$ cat src/rtl/fifo_wr_packer_if.sv
// Narrow valid/ready input stream feeding the FIFO write packer.
interface fifo_wr_packer_if #(
    parameter int unsigned IN_WIDTH = 8
);
    logic                s_valid;
    logic                s_ready;
    logic [IN_WIDTH-1:0] s_data;
    logic                s_last;

    modport master (output s_valid, output s_data, output s_last, input s_ready);
    modport slave  (input s_valid, input s_data, input s_last, output s_ready);
endinterface

$ cat src/rtl/fifo_wr_packer.sv
// Write-side FIFO front end: packs RATIO narrow beats into one wide word and
// writes it into the dual-clock FIFO without ever overflowing it.
module fifo_wr_packer #(
    parameter int unsigned          IN_WIDTH  = 8,
    parameter int unsigned          RATIO     = 4,
    parameter logic [IN_WIDTH-1:0]  PAD_VALUE = '0,
    parameter int unsigned          CNT_W     = 16
) (
    input  logic                         rst_n,
    input  logic                         wr_clk,
    fifo_wr_packer_if.slave              s,
    output logic                         fifo_wr_en,
    output logic [IN_WIDTH*RATIO-1:0]    fifo_data,
    input  logic                         fifo_full,
    output logic [CNT_W-1:0]             pkt_cnt
);
    localparam int unsigned DATA_WIDTH = IN_WIDTH * RATIO;
    localparam int unsigned LANE_W     = (RATIO > 1) ? $clog2(RATIO) : 1;

    logic [DATA_WIDTH-1:0] pk_data;
    logic [LANE_W-1:0]     pk_cnt;
    logic                  pk_full;
    logic                  pk_last;

    logic                  ob_valid;
    logic [DATA_WIDTH-1:0] ob_data;
    logic                  ob_last;

    logic                  accept_c;
    logic                  complete_c;
    logic                  ob_free_c;
    logic [DATA_WIDTH-1:0] word_c;

    // Readiness depends only on the pack register, never on fifo_full.
    assign s.s_ready  = ~pk_full;
    assign fifo_wr_en = ob_valid & ~fifo_full;
    assign fifo_data  = ob_data;

    assign accept_c   = s.s_valid & ~pk_full;
    assign complete_c = accept_c & ((pk_cnt == LANE_W'(RATIO - 1)) | s.s_last);
    assign ob_free_c  = ~ob_valid | fifo_wr_en;

    // Current lane takes the beat; lanes above it are padded on an early last.
    always_comb begin
        word_c = pk_data;
        for (int unsigned i = 0; i < RATIO; i++) begin
            if (LANE_W'(i) == pk_cnt) begin
                word_c[i*IN_WIDTH +: IN_WIDTH] = s.s_data;
            end else if ((LANE_W'(i) > pk_cnt) && s.s_last) begin
                word_c[i*IN_WIDTH +: IN_WIDTH] = PAD_VALUE;
            end
        end
    end

    // Pack stage.
    always_ff @(posedge wr_clk or negedge rst_n) begin
        if (!rst_n) begin
            pk_data <= '0;
            pk_cnt  <= '0;
            pk_full <= 1'b0;
            pk_last <= 1'b0;
        end else begin
            if (pk_full && ob_free_c) begin
                pk_full <= 1'b0;
            end else if (complete_c && !ob_free_c) begin
                pk_full <= 1'b1;
                pk_last <= s.s_last;
            end
            if (accept_c) begin
                pk_data <= word_c;
                pk_cnt  <= complete_c ? '0 : pk_cnt + LANE_W'(1);
            end
        end
    end

    // Output holding register and packet counter.
    always_ff @(posedge wr_clk or negedge rst_n) begin
        if (!rst_n) begin
            ob_valid <= 1'b0;
            ob_data  <= '0;
            ob_last  <= 1'b0;
            pkt_cnt  <= '0;
        end else begin
            if (pk_full && ob_free_c) begin
                ob_valid <= 1'b1;
                ob_data  <= pk_data;
                ob_last  <= pk_last;
            end else if (complete_c && ob_free_c) begin
                ob_valid <= 1'b1;
                ob_data  <= word_c;
                ob_last  <= s.s_last;
            end else if (fifo_wr_en) begin
                ob_valid <= 1'b0;
            end
            if (fifo_wr_en && ob_last) begin
                pkt_cnt <= pkt_cnt + CNT_W'(1);
            end
        end
    end
endmodule

$ cat src/flat_wrapper.sv
// flat-port wrapper written by rule: the top's interface ports become plain ports
module fifo_wr_packer_flat 
#(
    parameter int unsigned          IN_WIDTH  = 8,
    parameter int unsigned          RATIO     = 4,
    parameter logic [IN_WIDTH-1:0]  PAD_VALUE = '0,
    parameter int unsigned          CNT_W     = 16
)
  (rst_n, wr_clk, fifo_wr_en, fifo_data, fifo_full, pkt_cnt, s_s_valid, s_s_data, s_s_last, s_s_ready);
  fifo_wr_packer_if #(.IN_WIDTH(IN_WIDTH)) s_i ();
  input  logic rst_n;
  input  logic wr_clk;
  output logic fifo_wr_en;
  output logic [IN_WIDTH*RATIO-1:0] fifo_data;
  input  logic fifo_full;
  output logic [CNT_W-1:0] pkt_cnt;
  input wire logic [$bits(s_i.s_valid)-1:0] s_s_valid;
  input wire logic [$bits(s_i.s_data)-1:0] s_s_data;
  input wire logic [$bits(s_i.s_last)-1:0] s_s_last;
  output wire logic [$bits(s_i.s_ready)-1:0] s_s_ready;
  assign s_i.s_valid = s_s_valid;
  assign s_i.s_data = s_s_data;
  assign s_i.s_last = s_s_last;
  assign s_s_ready = s_i.s_ready;
  fifo_wr_packer #(.IN_WIDTH(IN_WIDTH), .RATIO(RATIO), .PAD_VALUE(PAD_VALUE), .CNT_W(CNT_W)) u_core (.rst_n(rst_n), .wr_clk(wr_clk), .s(s_i), .fifo_wr_en(fifo_wr_en), .fifo_data(fifo_data), .fifo_full(fifo_full), .pkt_cnt(pkt_cnt));
endmodule
$ cat config.mk
export PLATFORM = sky130hd
export DESIGN_NAME = fifo_wr_packer_flat
export DESIGN_NICKNAME = d
export VERILOG_FILES = /design/src/rtl/fifo_wr_packer_if.sv /design/src/rtl/fifo_wr_packer.sv /design/src/flat_wrapper.sv
export SDC_FILE = /design/constraint.sdc
export NUM_CORES = 1
export LEC_CHECK = 0
export CAP_MARGIN = 20
export CORE_ASPECT_RATIO = 0.7
export CORE_MARGIN = 1.5
export CORE_UTILIZATION = 30
export CTS_BUF_LIST = sky130_fd_sc_hd__clkbuf_16
export CTS_CLUSTER_DIAMETER = 150
export DETAILED_ROUTE_END_ITERATION = 16
export GPL_TIMING_DRIVEN = 1
export PLACE_DENSITY_LB_ADDON = 0.3
export SLEW_MARGIN = 20
export SYNTH_ARGS = -nofsm -noshare
export SYNTH_HDL_FRONTEND = slang
export SYNTH_SLANG_ARGS = --single-unit
$ cat constraint.sdc
create_clock -name wr_clk -period 3.33 [get_ports wr_clk]
set_clock_uncertainty 0.2 [all_clocks]
set_input_delay 0.4995 -clock wr_clk [delete_from_list [all_inputs] [get_ports wr_clk]]
set_output_delay 0.4995 -clock wr_clk [all_outputs]
set_load 0.01 [all_outputs]
Word level (Yosys, flattened, before mapping) --
Cells that the tools add are included. Widths: inputs -> output; s select.
Cells by class: add/sub/neg operators 2, magnitude comparators 4, equal/unequal tests 4, muxes and demuxes 18, bitwise gates (word level) 9, reduce and logical (&&, ||, !) cells 14
Operators with widths (number):
- $mux 32 | 2
- $mux 8 | 8
- $add 16x1->16 const B | 1
- $logic_and 1x1->1 | 8
- $mux 1 | 7
- $eq 2x2->1 const A | 2
- $gt 1x2->1 const A | 2
- $gt 2x2->1 const A | 2
- $not 1->1 | 4
- $reduce_bool 2->1 | 2
- $and 1x1->1 | 3
- $reduce_bool 3->1 | 1
- $add 2x1->2 const B | 1
- $eq 1x2->1 const A | 1
- $eq 2x2->1 const B | 1
- $logic_not 2->1 | 1
- $mux 2 | 1
- $or 1x1->1 | 2
- $reduce_and 2->1 | 1
- $logic_not 1->1 | 1
Storage, ports and cells: flip-flop bits (word level) 86, input port bits 13, output and inout bits 50, word-level logic and storage cells 59

Logic depth before layout (Yosys ltp) --
word-level depth 7, mapped depth 7, mapped depth without buffers 6

Worst setup path after synthesis --
OpenSTA, ideal clock, no wires.
path type reg-to-reg, start reg u_core.pk_cnt[1], end reg u_core.ob_data[10] (netlist: u_core.fifo_data[10]), setup time 95 ps, arrival 1440 ps, setup slack 1594 ps, stages on the path, launching flop included 8, path buffers 2, path through dfrtp_1 -> ha_1 -> o21a_1 -> o21ai_1 -> buf_4 -> buf_2 -> nand2_1 -> o31ai_1
On the way: word-level cells in the longest chain between the ends 6
RTL lines:
- from (decl) | line fifo_wr_packer.sv:21 | logic [LANE_W-1:0] pk_cnt;
- from (signal assigned) | line fifo_wr_packer.sv:71 | pk_cnt <= complete_c ? '0 : pk_cnt + LANE_W'(1);
- $gt 1x2->1 | line fifo_wr_packer.sv:49 | end else if ((LANE_W'(i) > pk_cnt) && s.s_last) begin
- $logic_and 1x1->1 | line fifo_wr_packer.sv:49
- $mux 8 | line fifo_wr_packer.sv:49
- $mux 8 | line fifo_wr_packer.sv:47 | if (LANE_W'(i) == pk_cnt) begin
- $mux 32 | line fifo_wr_packer.sv:88 | end else if (complete_c && ob_free_c) begin
- $mux 32 | line fifo_wr_packer.sv:84 | if (pk_full && ob_free_c) begin
- to (signal assigned) | line fifo_wr_packer.sv:86 | ob_data <= pk_data;
- to (signal assigned) | line fifo_wr_packer.sv:90 | ob_data <= word_c;
- to (decl) | line fifo_wr_packer.sv:26 | logic [DATA_WIDTH-1:0] ob_data;
Several ways; a longest one is shown, not always the timed one. The select of a mux whose other input is x is not followed. A chain may end at the register's enable or synchronous reset.

Worst setup path after layout --
start in fifo_full, end out fifo_wr_en
On the way: word-level cells in the longest chain between the ends 2
RTL lines:
- from (decl) | line flat_wrapper.sv:15 | input logic fifo_full;
- $not 1->1 | line fifo_wr_packer.sv:36 | assign fifo_wr_en = ob_valid & ~fifo_full;
- $and 1x1->1 | line fifo_wr_packer.sv:36
- to (decl) | line flat_wrapper.sv:13 | output logic fifo_wr_en;
No other way between the ends.

==> qor.txt <==
setup_tns - 0 ns
Fill cells - 1,235
Max IR drop VDD - 0.3049 mV
DRT Pass-1 Iters - 4
pwr dens - 707.8 mW/mm^2
Worst Path Required - 2.63 ns
Mapped Nets - 362
PortBufs - 62
TritonCTS clock tree - yes
FMAX - 0.4220 GHz
ratio of cells with drive above 1 in the final layout - 11.08%
full die area - 0.01356 sq mm
Synth warnings - 0
Resized Gates After CTS - 0
gr usage total - 13.82%
startpoint types - input pin
top-area cell type share of the netlist area - 55.77%
CTS Root Cell - clkbuf_16
CTS Buffer Depth - 2
Relative slew margins - 48.15%
post-CTS setup buffers - 0
HP Class - in -> async
core area - 0.01246 sq mm
# IOs - 63
vias per std cell - 4.891
crit-path leading delay family - buffers and inverters
area leader, netlist - dfrtp_1
CTS sink cnt - 86
DR WL/cell - 15.84 um
origin of the worst setup path - fifo_full
reg-to-reg endpoint - u_core.fifo_data[19]
Antenna Violating Nets Remaining - 0
Max-Cap Viols - 0
CP peak stage delay - 0.55 ns
reg2reg start - u_core.pk_cnt[0]
final hold vios - 0
crit path capture - fifo_wr_en
sequential power share - 42.6%
worst reg-to-reg setup slack - 1.13 ns
Int Pwr - 2.432 mW
final setup fails - 0
leak pwr - 2.108 nW
Mapped Cells - 344
synth top area cells - dfrtp_1 56%, a22o_1 5.7%, nand2_1 4.6%
TritonCTS Buffers - 9
Post-synth EDFFs - 0
post-route DRC violation count - 0
ant diodes - 0
Worst-Skew Late Latency - 0.34 ns
# rows - 34
worst-path cell chain - clkdlybuf4s50_1, nor2b_1, clkdlybuf4s50_1
Die Height - 97.89 um
grt ovf - 0
most common cell after layout, fill and taps aside - dfrtp_1
vias in the first global route - 2,848
clock power share - 30.7%
worst path bufs/invs - 2
post-synth cell types - 37
commonest non-fill, non-tap cells in the layout - 86 x dfrtp_1, 61 x clkdlybuf4s50_1, 47 x nand2_1
hold_buf cts - 0
Tcrit/Tclk final - 71.16%
Reg clk slew, reported paths - 0.06 ns
pin count of the biggest net entering global routing - 87
Final min period - 2.370 ns
Cell Area, Synth - 0.003859 sq mm
initial core utilization - 30.96%
final RePlAce weighted congestion - 0.7299
crit path kind - in -> out
total number of vias - 2,734
Storage cell area - 0.002152 sq mm
max-slew violation count - 0
Critical Path Most Common Cell - clkdlybuf4s50_1
first-pass GRT wire length - 14,880 um
sequential-to-total area share from yosys stat - 55.77%
nets@finish - 410
dpl hpwl - 5990 um
initial antenna violation count - 0
DRT iter0 DRCs - 175
Combinational Power Share - 26.7%
Die X - 138.6 um
synthesis-to-layout area growth - 26.46%
post-synthesis register bit count - 86
average cell area after synthesis - 11.22 sq um
Crit. End Element - output port
RSZ-0062 raised after global routing - false
r2r worst-path depth - 5
footprint of the multi-input gates - 0.001570 sq mm
total power - 3.454 mW
CP max stage cell - clkdlybuf4s50_1
worst slew pin tran - 0.7777 ns
Primary FF master, synth - dfrtp_1
status - finished clean
worst-path fanout max - 4
Psw - 1.022 mW
critical path depth - 3
CP Data Arrival Time - 1.67 ns
switching share of power - 29.60%
WL final - 8853 um
CTS H-tree lvls - 3
async set-reset flop share out of synthesis - 100.0%
## metal layers
metal | global-route usage [%] | share of wire (%)
met1 | 19.02 | 50
met4 | 4.615 | 1.3
met2 | 21.05 | 44
met3 | 3.874 | 4.6
met5 | 0 | 0
## cell type report
| cell class | count | area share (%) |
|---|---|---|
| Clock inverter | 7 | 1.821 |
| Clock buffer | 9 | 4.615 |
| Timing Repair Buffer | 63 | 12.90 |
| Tap cell | 162 | 4.154 |
| Sequential cell | 86 | 44.10 |
| Inverter | 3 | 0.2308 |
| Multi-Input combinational cell | 229 | 32.18 |
## state kept, by name, indices dropped and copies added, names as in the netlist
| signal | flops |
|---|---|
| u_core.ob_valid | 1 |
| u_core.fifo_data | 32 |
| u_core.pk_data | 32 |
| u_core.pk_cnt | 2 |
| u_core.pk_full | 1 |
| u_core.pk_last | 1 |
| u_core.ob_last | 1 |
| u_core.pkt_cnt | 16 |
## how the worst min path moves through the flow
stage	slack, ns	from	to
3_5_place_dp	0.27	u_core.fifo_data[16]	u_core.fifo_data[16]
6_report	0.01	rst_n	u_core.pkt_cnt[3]
4_1_cts	0.20	rst_n	u_core.pkt_cnt[3]
3_3_place_gp	0.26	u_core.pkt_cnt[15]	u_core.pkt_cnt[15]
2_1_floorplan	0.004	rst_n	u_core.fifo_data[0]
5_1_grt	0.08	rst_n	u_core.pkt_cnt[4]
## kinds of logic after synthesis
| group | after synthesis | share of synthesized area (%) |
|---|---|---|
| AO/OA/AOI/OAI | 106 | 19.29 |
| flip-flops | 86 | 55.77 |
| AND/OR/NAND/NOR | 84 | 10.83 |
| buffers and inverters | 29 | 3.826 |
| multiplexers | 19 | 5.253 |
| XOR/XNOR | 15 | 3.405 |
| adder cells (fa/ha/maj) | 5 | 1.621 |
## metrics by stage
step           instance area [sq um]  std cells  hold slack (ns)  utilization, %  setup WS [ns]
3_5_place_dp                    4562        543           0.2700           36.60         0.7812
3_3_place_gp                    4562        543           0.2575           36.60         0.8333
5_1_grt                         4880        559          0.08453           39.15         0.8655
6_report                        4880        559          0.01004           39.15         0.9602
4_1_cts                         4876        559           0.1960           39.12         0.9554
2_1_floorplan                   3859        344         0.003909               -          1.594
## cell usage after synthesis, types with 3 or more instances
master	n
o21ai_0	10
buf_2	7
and2_1	4
nand4_1	5
xor2_1	7
mux2i_1	9
a21oi_1	32
mux2_2	10
nor2b_1	5
nor2_1	9
ha_1	5
buf_1	6
dfrtp_1	86
xnor2_1	8
a22oi_2	8
o21ai_1	11
inv_1	3
clkbuf_1	8
nand3_1	3
buf_6	3
a22o_1	25
o31ai_1	16
nand2_1	47
## power groups by stage
stage	Sequential (mW)	Clock (mW)	Combinational [mW]
after floorplan	1.52	0	0.469
after global placement	1.48	0	0.920
after detailed placement	1.49	0	0.937
after CTS	1.47	1.09	0.939
after global routing	1.51	1.13	1.03
final	1.47	1.06	0.924
Note: power is estimated with default switching activity, not from simulation.
